==> config.mk <==
export PLATFORM = sky130hd
export DESIGN_NAME = mem_bus_arbiter
export DESIGN_NICKNAME = d
export VERILOG_FILES = /design/src/rtl/mem_bus_arbiter.sv
export SDC_FILE = /design/constraint.sdc
export NUM_CORES = 1
export LEC_CHECK = 0
export BUFFER_PORTS_ARGS = -buffer_cell sky130_fd_sc_hd__buf_2
export CORE_ASPECT_RATIO = 0.8
export CORE_MARGIN = 1
export CORE_UTILIZATION = 45
export DETAILED_ROUTE_END_ITERATION = 6
export PLACE_DENSITY = 0.8
export SLEW_MARGIN = 20
export SYNTH_ARGS = -nofsm -noshare
export SYNTH_HDL_FRONTEND = slang
export SYNTH_SLANG_ARGS = --single-unit
==> constraint.sdc <==
create_clock -name clock -period 2.8 [get_ports clock]
set_clock_uncertainty 0.1 [all_clocks]
set_input_delay 0.28 -clock clock [delete_from_list [all_inputs] [get_ports clock]]
set_output_delay 0.28 -clock clock [all_outputs]
set_load 0.02 [all_outputs]
==> src/rtl/mem_bus_arbiter.sv <==
// mem_bus_arbiter: round-robin arbiter sharing one fixed-latency memory port between two requesters
module mem_bus_arbiter #(
  parameter int DW        = 32,
  parameter int AW        = 32,
  parameter int MEM_LAT   = 1,
  parameter int MEM_BYTES = 128
) (
  input  logic          clock,
  input  logic          reset,
  input  logic          r0_req,
  input  logic          r0_rw,
  input  logic [AW-1:0] r0_addr,
  input  logic [DW-1:0] r0_wdata,
  output logic          r0_ack,
  output logic          r0_err,
  output logic [DW-1:0] r0_rdata,
  input  logic          r1_req,
  input  logic          r1_rw,
  input  logic [AW-1:0] r1_addr,
  input  logic [DW-1:0] r1_wdata,
  output logic          r1_ack,
  output logic          r1_err,
  output logic [DW-1:0] r1_rdata,
  output logic          m_en,
  output logic          m_rw,
  output logic [AW-1:0] m_abus,
  output logic [DW-1:0] m_wdata,
  input  logic [DW-1:0] m_rdata,
  output logic          busy,
  output logic          owner
);
  localparam int CW = MEM_LAT > 1 ? $clog2(MEM_LAT) : 1;
  localparam logic [AW-1:0] MAX_ADDR = AW'(MEM_BYTES - 4);
  typedef enum logic [1:0] {IDLE, ACCESS, DONE} state_t;
  state_t state, state_n;
  logic [CW-1:0] cnt;
  logic last, any_req, gnt, g_rw, g_err;
  logic [AW-1:0] g_addr;
  logic [DW-1:0] g_wdata;
  logic [1:0] ack, err;
  logic [DW-1:0] rdata [2];
  assign any_req = r0_req | r1_req;
  assign gnt     = (r0_req & r1_req) ? ~last : r1_req;
  assign g_rw    = gnt ? r1_rw : r0_rw;
  assign g_addr  = gnt ? r1_addr : r0_addr;
  assign g_wdata = gnt ? r1_wdata : r0_wdata;
  assign g_err   = g_addr > MAX_ADDR;
  assign busy    = state != IDLE;
  assign {r1_ack, r0_ack} = ack;
  assign {r1_err, r0_err} = err;
  assign r0_rdata = rdata[0];
  assign r1_rdata = rdata[1];
  always_comb begin
    state_n = state;
    case (state)
      IDLE:    if (any_req) state_n = g_err ? DONE : ACCESS;
      ACCESS:  if (cnt == '0) state_n = DONE;
      default: state_n = IDLE;
    endcase
  end
  // the m_* registers double as the latched request for the whole access
  always_ff @(posedge clock) begin
    if (reset) begin
      state    <= IDLE;
      last     <= 1'b1;
      owner    <= 1'b0;
      cnt      <= '0;
      m_en     <= 1'b0;
      m_rw     <= 1'b0;
      m_abus   <= '0;
      m_wdata  <= '0;
      ack      <= '0;
      err      <= '0;
      rdata[0] <= '0;
      rdata[1] <= '0;
    end else begin
      state <= state_n;
      ack   <= '0;
      err   <= '0;
      if (state == IDLE && any_req) begin
        owner <= gnt;
        last  <= gnt;
        if (g_err) begin
          ack[gnt] <= 1'b1;
          err[gnt] <= 1'b1;
        end else begin
          m_en    <= 1'b1;
          m_rw    <= g_rw;
          m_abus  <= g_addr;
          m_wdata <= g_rw ? '0 : g_wdata;
          cnt     <= CW'(MEM_LAT - 1);
        end
      end
      if (state == ACCESS) begin
        cnt <= cnt - 1'b1;
        if (cnt == '0) begin
          m_en       <= 1'b0;
          m_rw       <= 1'b0;
          m_abus     <= '0;
          m_wdata    <= '0;
          ack[owner] <= 1'b1;
          if (m_rw) rdata[owner] <= m_rdata;
        end
      end
    end
  end
endmodule

==> Yosys cells after proc, flatten, opt, wreduce, memory -nomap -nowiden <==
Memories as Yosys holds them, arrays and structs flattened.
Cells that the tools add are included.
{ "word_totals": {"wordCells": 81, "memories": 1, "output_inout_bits": 136, "ramBits": 64, "in_bits": 166, "regBits": 75} }
{ "mem_list": {"columns": ["name", "words", "word_bits", "read_ports", "rd_ports_with_merged_regs", "write_ports", "line", "text"], "rows": [
  ["rdata", 2, 32, 2, 0, 2, "41", "logic [DW-1:0] rdata [2];"]
]} }
{ "op_classes": {"n_reduce_logical": 9, "muxes": 47, "magnitude_cmp": 5, "n_addsub": 1, "n_eq_ne": 4, "n_bitwise": 4} }
{ "ops": {"columns": ["op", "count"], "rows": [
  ["$mux W32", 12],
  ["$gt A32 B7 Y1 const B", 1],
  ["$reduce_or A32 Y1", 1],
  ["$mux W1", 24],
  ["$mux W2", 8],
  ["$lt A1 B2 Y1 const B", 2],
  ["$ne A2 B2 Y1 const B", 2],
  ["$pmux W2 S2", 1],
  ["$reduce_and A2 Y1", 2],
  ["$reduce_bool A2 Y1", 2],
  ["$logic_and A1 B1 Y1", 3],
  ["$demux W1 S1", 2],
  ["$eq A2 B1 Y1 const B", 1],
  ["$ge A1 B1 Y1 const B", 2],
  ["$logic_not A2 Y1", 1],
  ["$ne A2 B1 Y1 const B", 1],
  ["$or A2 B2 Y2", 1],
  ["$and A1 B1 Y1", 1],
  ["$not A1 Y1", 1],
  ["$or A1 B1 Y1", 1],
  ["$sub A1 B1 Y1 const B", 1]
]} }

==> Depth between registers and ports, before layout <==
Gate-level depths: netlist of run 1.
{ "logic_depth": {"word_depth": 12, "mapped_depth": 8, "ltp_nobuf": 5} }

==> Worst setup path before layout of run 1 <==
No wires, ideal clock.
{ "synth_path": {"path_kind": "input -> register", "from": "in r1_addr[31]", "to": "reg m_wdata[0]", "arrival_ns": 1.912, "required_ns": 2.628, "slack_ns": 0.716, "n_path_buf": 1, "cell_stages": 6, "setup_time_ns": 0.072, "path_cell_list": "or4_4 nor3_4 o211ai_4 a211oi_4 buf_8 mux2i_1"} }
{ "synth_between": {"elab_chain_len": 6} }
{ "synth_lines": {"columns": ["item", "line", "text"], "rows": [
  ["start: declaration", "19", "input logic [AW-1:0] r1_addr,"],
  ["$mux W32 *", "45", "assign g_addr = gnt ? r1_addr : r0_addr;"],
  ["$gt A32 B7 Y1 *", "47", "assign g_err = g_addr > MAX_ADDR;"],
  ["$mux W32 *", "83", "if (g_err) begin"],
  ["$mux W32 *", "80", "if (state == IDLE && any_req) begin"],
  ["$mux W32", "96", "if (cnt == '0) begin"],
  ["$mux W32 *", "94", "if (state == ACCESS) begin"],
  ["end signal: assignment", "90", "m_wdata <= g_rw ? '0 : g_wdata;"],
  ["end: declaration", "27", "output logic [DW-1:0] m_wdata,"]
]} }
Mark *: on every way between the ends. The rest lies on a longest branch, timed or not.
A chain may end at the register's enable or synchronous reset.

==> Worst setup path after layout of run 1 <==
{ "layout_path": {"from": "reg last", "to": "reg m_wdata[11]"} }
{ "layout_between": {"elab_chain_len": 8, "word_cells_on_any_way": 11, "classes_between": "order compare: 1; mux: 9; bitwise: 1"} }
{ "layout_lines": {"columns": ["item", "line", "text"], "rows": [
  ["start: declaration", "37", "logic last, any_req, gnt, g_rw, g_err;"],
  ["start signal: assignment", "82", "last <= gnt;"],
  ["$not A1 Y1 *", "43", "assign gnt = (r0_req & r1_req) ? ~last : r1_req;"],
  ["$mux W1 *", "43", null],
  ["$mux W32 (tied with other cells)", "45", null],
  ["$gt A32 B7 Y1 or $mux W32 (tied branches)", "47, 90", null],
  ["$mux W32 *", "83", null],
  ["$mux W32 *", "80", null],
  ["$mux W32", "96", null],
  ["$mux W32 *", "94", null]
]} }
Marked as above.

==> flow_metrics.py, run 1 <==
metrics = {
    "synth": {
        "synth_nets": 694,
        "yosysSeqAreaShare_pct": 59.8,
        "yosys.area.top_type_share_pct": 33.6,
        "synthArstFlopShare_pct": 0,
        "synth_area_mm2": 0.00572,
        "synth_edf_count": 64,
        "yosysTopAreaCell": "edfxtp_1",
        "ys_top_cells_by_area": "edfxtp_1, dfxtp_1, nand2_1",
        "yosysWarnings": 0,
        "synth_seq_cells": 139,
        "ys_types": 44,
        "dominantRegCellSynth": "dfxtp_1",
        "syn_inst": 528,
        "syn-mean-instance-area_um2": 10.8,
    },
    "worst_hold_path": {
        "hp-start": "m_rdata[22]",
        "holdPathStages": 2,
        "min_to": "rdata[0][22]$_SDFFCE_PN0P_",
        "hold_class": "in -> reg",
    },
    "final_layout": {
        "drive_above_1_share_pct": 42.8,
        "area_growth_pct": 41.0,
        "diodes": 0,
        "area.sequential_mm2": 0.00342,
        "final_area_mm2": 0.00807,
        "multi_input_area_mm2": 0.00215,
        "layout_commonest_cell": "buf_2",
        "final_cell_mix": "buf_2, nand2_1, dfxtp_1",
        "final_nets": 994,
        "n_fill_cell": 1002,
    },
    "timing": {
        "fmax_mhz": 412,
        "whs_ps": 64.7,
        "worst_slew_margin_rel_pct": 47.1,
        "drv_slew": 0,
        "finalSetupTns_ps": 0,
        "rsz0062_at_grt": "false",
        "fin_crit_ps": 2430,
        "setup_violations": 0,
        "hold_violations": 0,
        "finalCritPeriodShare_pct": 86.7,
        "worstMarginPinSlew_ps": 790,
    },
    "worst_setup_path": {
        "crit_arrival_ps": 2660,
        "max_stage_delay_ps": 430,
        "worst_setup_path_end_kind": "flop",
        "critPathMaxFanout": 33,
        "rr_worst_depth": 6,
        "reg2reg_slack_ps": 370,
        "cp_cell_sequence": "a21bo_1 -> and3_1 -> nand4_1 -> a211oi_4 -> buf_12 -> mux2i_1",
        "startpoint_type": "flop",
        "reg2reg_to": "m_wdata[11]$_SDFF_PP0_",
        "cp_slowest_cell": "dfxtp_1",
        "r2r-start": "last$_SDFFE_PP1P_",
        "crit_required_ps": 3030,
        "worstSetupPathType": "reg -> reg",
    },
    "floorplanning": {
        "rows": 36,
        "start_util_pct": 46.6,
        "core_area_mm2": 0.0123,
        "io_pins": 302,
        "dieArea_mm2": 0.0132,
        "dieHeight_um": 103,
        "dieWidth_um": 128,
    },
    "power_and_ir_drop": {
        "p_leak_nw": 3.93,
        "power_density_mw_per_mm2": 604,
        "totalPowerFinal_mw": 4.87,
        "vdd_drop_max_mv": 0.471,
    },
    "detailed_routing": {
        "routedWlPerCell_um": 15.8,
        "drtAntennaViolNets": 0,
        "routed_wl_mm": 16.0,
        "drc": 0,
        "drt_iter0_markers": 246,
        "first_pass_iters": 5,
        "via_per_inst": 4.90,
        "vias": 4956,
    },
    "status": {
        "status": "finished, final reports clean",
    },
    "grt": {
        "gr-total-overflow": 0,
        "grt_pass1_vias": 4483,
        "track_usage_pct": 23.8,
        "grt_max_degree": 42,
        "grt_pass1_wl_mm": 23.4,
        "antenna_found_initial": 0,
    },
    "placement": {
        "io_buffers": 301,
        "placed_area_mm2": 0.00745,
        "gp_congestion": 0.793,
        "dp_hpwl_mm": 11.9,
    },
    "clocking": {
        "cts_sinks": 139,
        "cts_resized": 0,
        "clk_path_buf_depth": 2,
        "cts_hold_buffers": 0,
        "cts.clk_slew.worst_paths_ps": 60,
        "numCtsBuffers": 17,
        "cts_tree": "built",
        "htreeDepth": 4,
        "ctsRootBufferMaster": "clkbuf_16",
        "post-cts-setup-buffers": 0,
        "clk-insertion-delay-late_ps": 400,
    },
    "job": {
        "cap_violations": 0,
    },
}
-- registers in the layout, summed over array words and instances (netlist names) --
| signal | count |
|---|---|
| owner | 1 |
| m_en | 1 |
| ack | 2 |
| last | 1 |
| rdata | 64 |
| m_abus | 32 |
| m_rw | 1 |
| state | 2 |
| err | 2 |
| m_wdata | 32 |
| cnt | 1 |
-- how the worst max path moves through the flow --
stage                           start                     end  slack [ps]  depth (start not counted)
floorplan                 r1_addr[31]   m_wdata[0]$_SDFF_PP0_         720                          6
global placement               r0_req         m_rw$_SDFF_PP0_         390                          6
detailed placement             r1_req  m_wdata[28]$_SDFF_PP0_         390                          7
CTS                 last$_SDFFE_PP1P_  m_wdata[19]$_SDFF_PP0_         390                          6
global route        last$_SDFFE_PP1P_  m_wdata[11]$_SDFF_PP0_         200                          6
finish              last$_SDFFE_PP1P_  m_wdata[11]$_SDFF_PP0_         370                          6
-- critical path: cells and delay by family (launching register included) --
family	cells	cell delay [ps]
AO/OA/AOI/OAI	2	730
buffers and inverters	1	270
flip-flops	1	430
multiplexers	1	220
AND/OR/NAND/NOR	2	560
-- cell type report --
cell class	count	area share (%)
Sequential cell	139	42.4
Multi-Input combinational cell	353	26.6
Timing Repair Buffer	314	20.5
Clock buffer	20	5.78
Tap cell	171	2.65
Clock inverter	12	1.86
Inverter	3	0.140
-- where the power goes --
group          internal, mW  total [mW]  switching, mW
clock                  1.41        2.30          0.887
sequential             2.16        2.17         0.0134
combinational         0.171       0.406          0.235
total                  3.74        4.87           1.14
-- routing by layer --
layer / wire length (µm) / GRT usage, % / up-vias / part of all wire (%)
met3: 1220 / 6.85 / 13 / 7.7
met5: 0 / 0 / - / 0
met1: 6510 / 29.3 / 2309 / 41
met4: 158 / 5.97 / 0 / 0.99
li1: - / - / 2415 / -
met2: 8060 / 41.3 / 219 / 51
-- cells in the mapped netlist (2+ instances only) --
library cell,number
nand2_1,135
dfxtp_1,75
and2_1,64
edfxtp_1,64
mux2i_1,39
a21o_1,32
and3_1,28
clkbuf_1,26
nor4_1,10
nor2_1,4
nor3_1,4
a21oi_1,3
buf_2,3
buf_8,3
inv_1,3
or2_2,3
a211o_2,2
nand4_1,2
nor2b_1,2
nor3b_1,2
-- per-stage QoR --
step / worst slack, ps / util [%] / std cells
after floorplan: 716 / - / 528
after global placement: 394 / 60.6 / 980
after detailed placement: 391 / 60.6 / 980
after CTS: 389 / 65.6 / 1012
after global routing: 203 / 65.6 / 1012
final: 373 / 65.6 / 1012
-- cell families (layout without fill, tap and decap cells) --
group                  count (synthesis)  count (layout)  share of synthesized area [%]
AO/OA/AOI/OAI                         53              53                           7.43
buffers and inverters                 36             349                           3.15
flip-flops                           139             139                           59.8
multiplexers                          40              40                           7.02
AND/OR/NAND/NOR                      260             260                           22.6
Note: power is estimated with default switching activity, not from simulation.
==> run 2: changes to the inputs <==
Settings changed: ABC_AREA set to 1, CORE_UTILIZATION 45 to 47, PLACE_DENSITY 0.8 to 0.81.
==> run 2 against run 1 <==
  * Sequential power about the same
  * Critical path depth increased by 7
  * Via count increased by 24%
  * Synthesized cell count increased by 47%
  * Final area increased by 5.8%
  * Die area increased by 5.7%
  * Global-route usage increased by 2.8 points
  * Power decreased by 1.4%
  * Hold slack got worse by 45 ps
  * Core utilization about the same
  * Cell count increased by 24%
  * Critical path type unchanged
  * Critical endpoint is now m_wdata[21]$_SDFF_PP0_
==> flow_metrics.py, run 2 <==
metrics = {
    "status": {
        "status": "finished, final reports clean",
    },
    "final_layout": {
        "largest_reg_flops": 64,
        "final_nets": 1232,
        "regMostFlops": "rdata",
        "drive_above_1_share_pct": 36.5,
        "area_growth_pct": 34.9,
        "biggestRegsByFlops": "rdata: 64 flops, m_abus: 32 flops, m_wdata: 32 flops",
        "layout_commonest_cell": "buf_2",
        "fin_util_pct": 65.6,
        "final_cell_mix": "buf_2, nor2_1, nand2_1",
        "diodes": 0,
        "n_fill_cell": 1105,
    },
    "power_and_ir_drop": {
        "totalPowerFinal_mw": 4.81,
        "p_leak_nw": 4.52,
        "switching_power_mw": 1.27,
        "power_density_mw_per_mm2": 563,
        "switching_share_pct": 26.3,
        "p_int_mw": 3.54,
        "vdd_drop_max_mv": 0.446,
        "pwr-share-clk_pct": 42.9,
        "pwr-share-seq_pct": 45.1,
        "pwr-share-comb_pct": 12.0,
    },
    "grt": {
        "antenna_found_initial": 0,
        "grt_max_degree": 46,
        "grt_pass1_vias": 5775,
        "grt_pass1_wl_mm": 28.8,
        "track_usage_pct": 26.5,
        "gr-total-overflow": 0,
    },
    "worst_hold_path": {
        "hp-start": "reset",
        "min_to": "owner$_SDFFE_PP0P_",
        "hold_class": "in -> reg",
        "holdPathStages": 2,
    },
    "clocking": {
        "clk_path_buf_depth": 2,
        "cts_hold_buffers": 0,
        "cts_resized": 0,
        "cts_tree": "built",
        "post-cts-setup-buffers": 0,
        "htreeDepth": 4,
        "clk-insertion-delay-late_ps": 410,
        "numCtsBuffers": 17,
        "ctsRootBufferMaster": "clkbuf_16",
        "cts_sinks": 139,
        "cts.clk_slew.worst_paths_ps": 60,
    },
    "job": {
        "cap_violations": 0,
    },
    "worst_setup_path": {
        "critPathMaxFanout": 35,
        "reg2reg_slack_ps": 430,
        "startpoint_type": "flop",
        "reg2reg_to": "m_wdata[21]$_SDFF_PP0_",
        "cp_cell_sequence": "nand2_4 -> nand2_2 -> buf_4 -> o21ai_1 -> nor2_2 -> nand2_1 -> nor2_1 -> nand3_1 -> nor2_2 -> buf_12 -> nand3_1 -> nand2_1 -> nor2_1",
        "worstSetupPathType": "reg -> reg",
        "cp_slowest_cell": "dfxtp_1",
        "rr_worst_depth": 13,
        "max_stage_delay_ps": 380,
        "crit_arrival_ps": 2570,
        "crit_required_ps": 3000,
        "startpoint": "last$_SDFFE_PP1P_",
        "worst_setup_path_end_kind": "flop",
        "r2r-start": "last$_SDFFE_PP1P_",
    },
    "timing": {
        "worst_slew_margin_rel_pct": 62.2,
        "finalCritPeriodShare_pct": 84.7,
        "fin_crit_ps": 2370,
        "rsz0062_at_grt": "false",
        "fmax_mhz": 422,
        "drv_slew": 0,
        "whs_ps": 19.7,
        "finalSetupTns_ps": 0,
        "hold_violations": 0,
        "setup_violations": 0,
        "worstMarginPinSlew_ps": 567,
    },
    "synth": {
        "synth_top_family_by_area": "simple AND/OR/NAND/NOR gates",
        "dominantRegCellSynth": "dfxtp_1",
        "yosys.area.top_type_share_pct": 30.4,
        "synth_mux_area_share_pct": 0.158,
        "synthArstFlopShare_pct": 0,
        "yosysWarnings": 0,
        "synth_seq_cells": 139,
        "synth_simple_gate_area_share_pct": 32.0,
        "synthAdderAreaFrac_pct": 0,
        "syn_inst": 778,
        "yosysTopAreaCell": "edfxtp_1",
        "synthTopCellsByCount": "nor2_1, nand2_1, nand3_1",
        "synth_nets": 944,
        "syn-mean-instance-area_um2": 8.13,
        "synth_edf_count": 64,
        "synthXorXnorAreaFrac_pct": 0,
        "synth_compound_area_share_pct": 4.67,
        "yosysSeqAreaShare_pct": 54.1,
        "yosysMostFrequentCell": "nor2_1",
        "ys_top_cells_by_area": "edfxtp_1, dfxtp_1, nor2_1",
        "synth_area_mm2": 0.00632,
        "ys_types": 30,
    },
    "detailed_routing": {
        "drt_iter0_markers": 330,
        "routedWlPerCell_um": 14.4,
        "via_per_inst": 4.91,
        "drtAntennaViolNets": 0,
        "top_layer_used": "met4",
        "first_pass_iters": 5,
        "drc": 0,
        "dr_wl_met2_mm": 8.67,
        "drt-met1-wl_mm": 7.45,
        "vias": 6152,
        "routed_wl_mm": 18.0,
        "wl_met3_mm": 1.35,
    },
    "placement": {
        "dp_hpwl_mm": 13.2,
        "gp_congestion": 0.940,
        "io_buffers": 301,
    },
    "floorplanning": {
        "rows": 37,
        "start_util_pct": 48.6,
        "core_area_mm2": 0.0130,
        "io_pins": 302,
        "dieArea_mm2": 0.0139,
        "dieWidth_um": 132,
        "dieHeight_um": 106,
    },
}
==> run 2: cell count changes after synthesis, moves of 6 or more <==
| cell | delta |
|---|---|
| nand3_1 | +96 |
| buf_2 | +6 |
| nor4_1 | -10 |
| and2_1 | -64 |
| nand2_1 | +8 |
| or2_2 | +29 |
| nor2_1 | +174 |
| a21o_1 | -32 |
| o211ai_1 | +32 |
| mux2i_1 | -38 |
| inv_1 | +80 |
| buf_6 | +6 |
| and3_1 | -28 |
==> run 2: worst max path at each step <==
stage	end	slack [ps]
after global routing	m_abus[6]$_SDFF_PP0_	170
after floorplan	rdata[1][0]$_SDFFCE_PN0P_	360
after detailed placement	m_abus[5]$_SDFF_PP0_	400
after global placement	m_abus[1]$_SDFF_PP0_	430
final	m_wdata[21]$_SDFF_PP0_	430
after CTS	m_abus[5]$_SDFF_PP0_	430
==> run 2: through the flow <==
stage / setup slack [ps] / area [µm²] / cells
floorplan: 357 / 6320 / 778
global placement: 434 / 7980 / 1222
detailed placement: 404 / 7980 / 1222
CTS: 434 / 8530 / 1254
global route: 172 / 8530 / 1254
finish: 430 / 8530 / 1254
==> run 2: per-layer routing <==
metal  vias up  global-route usage (%)
met5         -                       0
met1      2780                    32.0
li1       3050                       -
met4         0                    11.7
met3        39                    6.97
met2       283                    44.6
==> run 2: cell type report <==
class	count	area (µm²)	share of cell area, %
timing repair buffer	316	1670	19.6
clock inverter	15	128	1.50
tap	175	219	2.57
multi-input combinational	508	2350	27.6
sequential	139	3420	40.1
clock buffer	17	425	4.99
inverter	84	315	3.70
==> run 2: kinds of logic after synthesis <==
| group | count (synthesis) |
|---|---|
| buffers and inverters | 131 |
| AO/OA/AOI/OAI | 42 |
| multiplexers | 1 |
| AND/OR/NAND/NOR | 465 |
| flip-flops | 139 |
==> run 2: power groups by stage <==
stage                     clock network (mW)  logic (mW)  registers (mW)
after floorplan                            0       0.288            2.26
after global placement                     0       0.568            2.21
after detailed placement                   0       0.571            2.21
after CTS                               2.10       0.574            2.17
after global routing                    2.18       0.633            2.17
final                                   2.06       0.575            2.17
==> run 2: critical path, delay by kind of cell, from the launching register on <==
family / cells / cell delay [ps]
flip-flops: 1 / 380
AO/OA/AOI/OAI: 1 / 90
buffers and inverters: 2 / 480
AND/OR/NAND/NOR: 10 / 1210
==> run 3: changes to the inputs <==
Settings changed: CORE_UTILIZATION 47 to 42, PLACE_DENSITY 0.81 to 0.77.
Clock period 2.8 ns to 1.97 ns, I/O delays scaled along.
==> run 3 against run 2 <==
  * The run now ends with DRC, setup timing left
  * First-iteration DRC count is 7.9% higher
  * Critical path depth is 1 higher
  * Cell count grew 2.9%
==> flow_metrics.py, run 3 (synthesized netlist as in run 2, its figures left out) <==
metrics = {
    "worst_setup_path": {
        "worst_setup_path_end_kind": "flop",
        "crit_required_ps": 2160,
        "worstSetupPathType": "reg -> reg",
        "startpoint_type": "flop",
        "critPathMaxFanout": 30,
        "reg2reg_slack_ps": -70,
        "r2r-start": "last$_SDFFE_PP1P_",
        "rr_worst_depth": 14,
        "reg2reg_to": "m_wdata[25]$_SDFF_PP0_",
        "crit_arrival_ps": 2230,
    },
    "floorplanning": {
        "core_area_mm2": 0.0145,
        "dieArea_mm2": 0.0156,
        "rows": 39,
        "io_pins": 302,
        "dieWidth_um": 139,
        "start_util_pct": 43.6,
        "dieHeight_um": 112,
    },
    "timing": {
        "hold_violations": 0,
        "rsz0062_at_grt": "true",
        "worstMarginPinSlew_ps": 364,
        "setup_violations": 37,
        "finalCritPeriodShare_pct": 104,
        "fmax_mhz": 490,
        "drv_slew": 0,
        "setup_ws_ps": -71.8,
        "worst_slew_margin_rel_pct": 75.7,
        "fin_crit_ps": 2040,
        "whs_ps": 11.5,
    },
    "final_layout": {
        "final_cell_mix": "buf_2, nor2_1, nand2_1",
        "layoutNonFillerInstCount": 1290,
        "drive_above_1_share_pct": 37.6,
        "n_fill_cell": 1232,
        "diodes": 0,
        "biggestRegsByFlops": "rdata: 64 flops, m_abus: 32 flops, m_wdata: 32 flops",
        "multi_input_area_mm2": 0.00241,
        "layout_commonest_cell": "buf_2",
        "final_area_mm2": 0.00906,
        "area_growth_pct": 43.2,
        "final_nets": 1259,
        "largest_reg_flops": 64,
        "regMostFlops": "rdata",
        "area.sequential_mm2": 0.00342,
    },
    "placement": {
        "placed_area_mm2": 0.00815,
        "dp_hpwl_mm": 12.5,
        "io_buffers": 301,
        "place_inst": 1242,
        "gp_congestion": 0.855,
    },
    "status": {
        "status": "finished with violations",
        "violations": "DRC, setup timing",
    },
    "power_and_ir_drop": {
        "pwr-share-comb_pct": 11.6,
        "switching_power_mw": 1.78,
        "power_density_mw_per_mm2": 827,
        "totalPowerFinal_mw": 7.49,
        "pwr-share-clk_pct": 47.3,
        "p_leak_nw": 4.76,
        "vdd_drop_max_mv": 0.771,
        "p_int_mw": 5.71,
        "pwr-share-seq_pct": 41.2,
        "switching_share_pct": 23.7,
    },
    "clocking": {
        "cts_tree": "built",
        "post-cts-setup-buffers": 0,
        "clk_path_buf_depth": 2,
        "ctsRootBufferMaster": "clkbuf_16",
        "cts_sinks": 139,
        "clk-insertion-delay-late_ps": 390,
        "cts.clk_slew.worst_paths_ps": 60,
        "numCtsBuffers": 17,
        "htreeDepth": 4,
    },
    "grt": {
        "grt_pass1_vias": 5789,
        "grt_pass1_wl_mm": 27.8,
        "track_usage_pct": 22.6,
        "grt_max_degree": 66,
        "gr-total-overflow": 0,
        "antenna_found_initial": 0,
    },
    "detailed_routing": {
        "drc": 18,
        "drt_iter0_markers": 356,
        "via_per_inst": 4.75,
        "routed_wl_mm": 17.6,
        "drtAntennaViolNets": 0,
        "vias": 6133,
        "routedWlPerCell_um": 13.6,
        "first_pass_iters": 7,
    },
    "worst_hold_path": {
        "hp-start": "m_rdata[20]",
        "holdPathStages": 3,
        "min_to": "rdata[0][20]$_SDFFCE_PN0P_",
        "hold_class": "in -> reg",
    },
    "job": {
        "cap_violations": 0,
    },
}
==> run 3: area by class of cell <==
type	instances	area share (%)
timing repair buffer	343	22.2
clock inverter	15	2.58
inverter	84	3.48
multi-input combinational	508	26.7
sequential	139	37.8
clock buffer	17	4.70
tap	184	2.54
==> run 3: timing repair <==
| action | CTS | global route |
|---|---|---|
| pin swaps | 0 | 1 |
| hold endpoints to repair | 19 | 1 |
| resized for setup | 3 | 10 |
| setup endpoints to repair | 72 | 134 |
| hold buffers | 12 | 1 |
| gates cloned | 0 | 3 |
==> run 3: worst max path at each step <==
stage / from / endpoint / slack [ps] / cells past startpoint
after floorplan: state[0]$_SDFFE_PP0P_ / rdata[1][0]$_SDFFCE_PN0P_ / 30 / 9
after global placement: last$_SDFFE_PP1P_ / m_abus[0]$_SDFF_PP0_ / -60 / 13
after detailed placement: last$_SDFFE_PP1P_ / m_wdata[25]$_SDFF_PP0_ / -120 / 14
after CTS: last$_SDFFE_PP1P_ / m_wdata[28]$_SDFF_PP0_ / -40 / 14
after global routing: last$_SDFFE_PP1P_ / m_wdata[7]$_SDFF_PP0_ / -230 / 14
final: last$_SDFFE_PP1P_ / m_wdata[25]$_SDFF_PP0_ / -70 / 14
==> run 3: per-stage QoR <==
| stage | setup TNS [ps] | setup WS, ps | utilization, % |
|---|---|---|---|
| 2_1_floorplan | 0 | 25.3 | - |
| 3_3_place_gp | -1930 | -62.8 | 56.2 |
| 3_5_place_dp | -5250 | -122 | 56.2 |
| 4_1_cts | -614 | -42.1 | 61.7 |
| 5_1_grt | -10430 | -226 | 62.5 |
| 6_report | -1700 | -71.8 | 62.5 |
==> run 3: power by group through the flow <==
| stage | logic [mW] | registers (mW) | clock network, mW |
|---|---|---|---|
| after detailed placement | 0.839 | 3.15 | 0 |
| after global placement | 0.835 | 3.14 | 0 |
| after floorplan | 0.411 | 3.22 | 0 |
| after CTS | 0.864 | 3.08 | 3.58 |
| after global routing | 0.960 | 3.09 | 3.72 |
| final | 0.867 | 3.08 | 3.54 |
==> run 3: per-layer routing <==
layer / vias to the layer above / part of all wire, % / track usage (%)
li1: 3118 / - / -
met2: 232 / 48 / 38.7
met1: 2751 / 43 / 27.6
met3: 32 / 6.7 / 5.76
met5: - / 0 / 0
met4: 0 / 2.4 / 8.07
==> run 3: critical path, cell delays in order, from the launching register on <==
cell	delay (ps)
dfxtp_2	340
nand2_4	90
nand2_4	90
buf_12	170
nand2_1	60
nand2_1	60
nor2_1	100
nand2_1	50
nor2_1	120
nand3_2	140
nor2_4	200
clkbuf_16	210
nand3_1	70
nand2_1	70
nor2_1	40
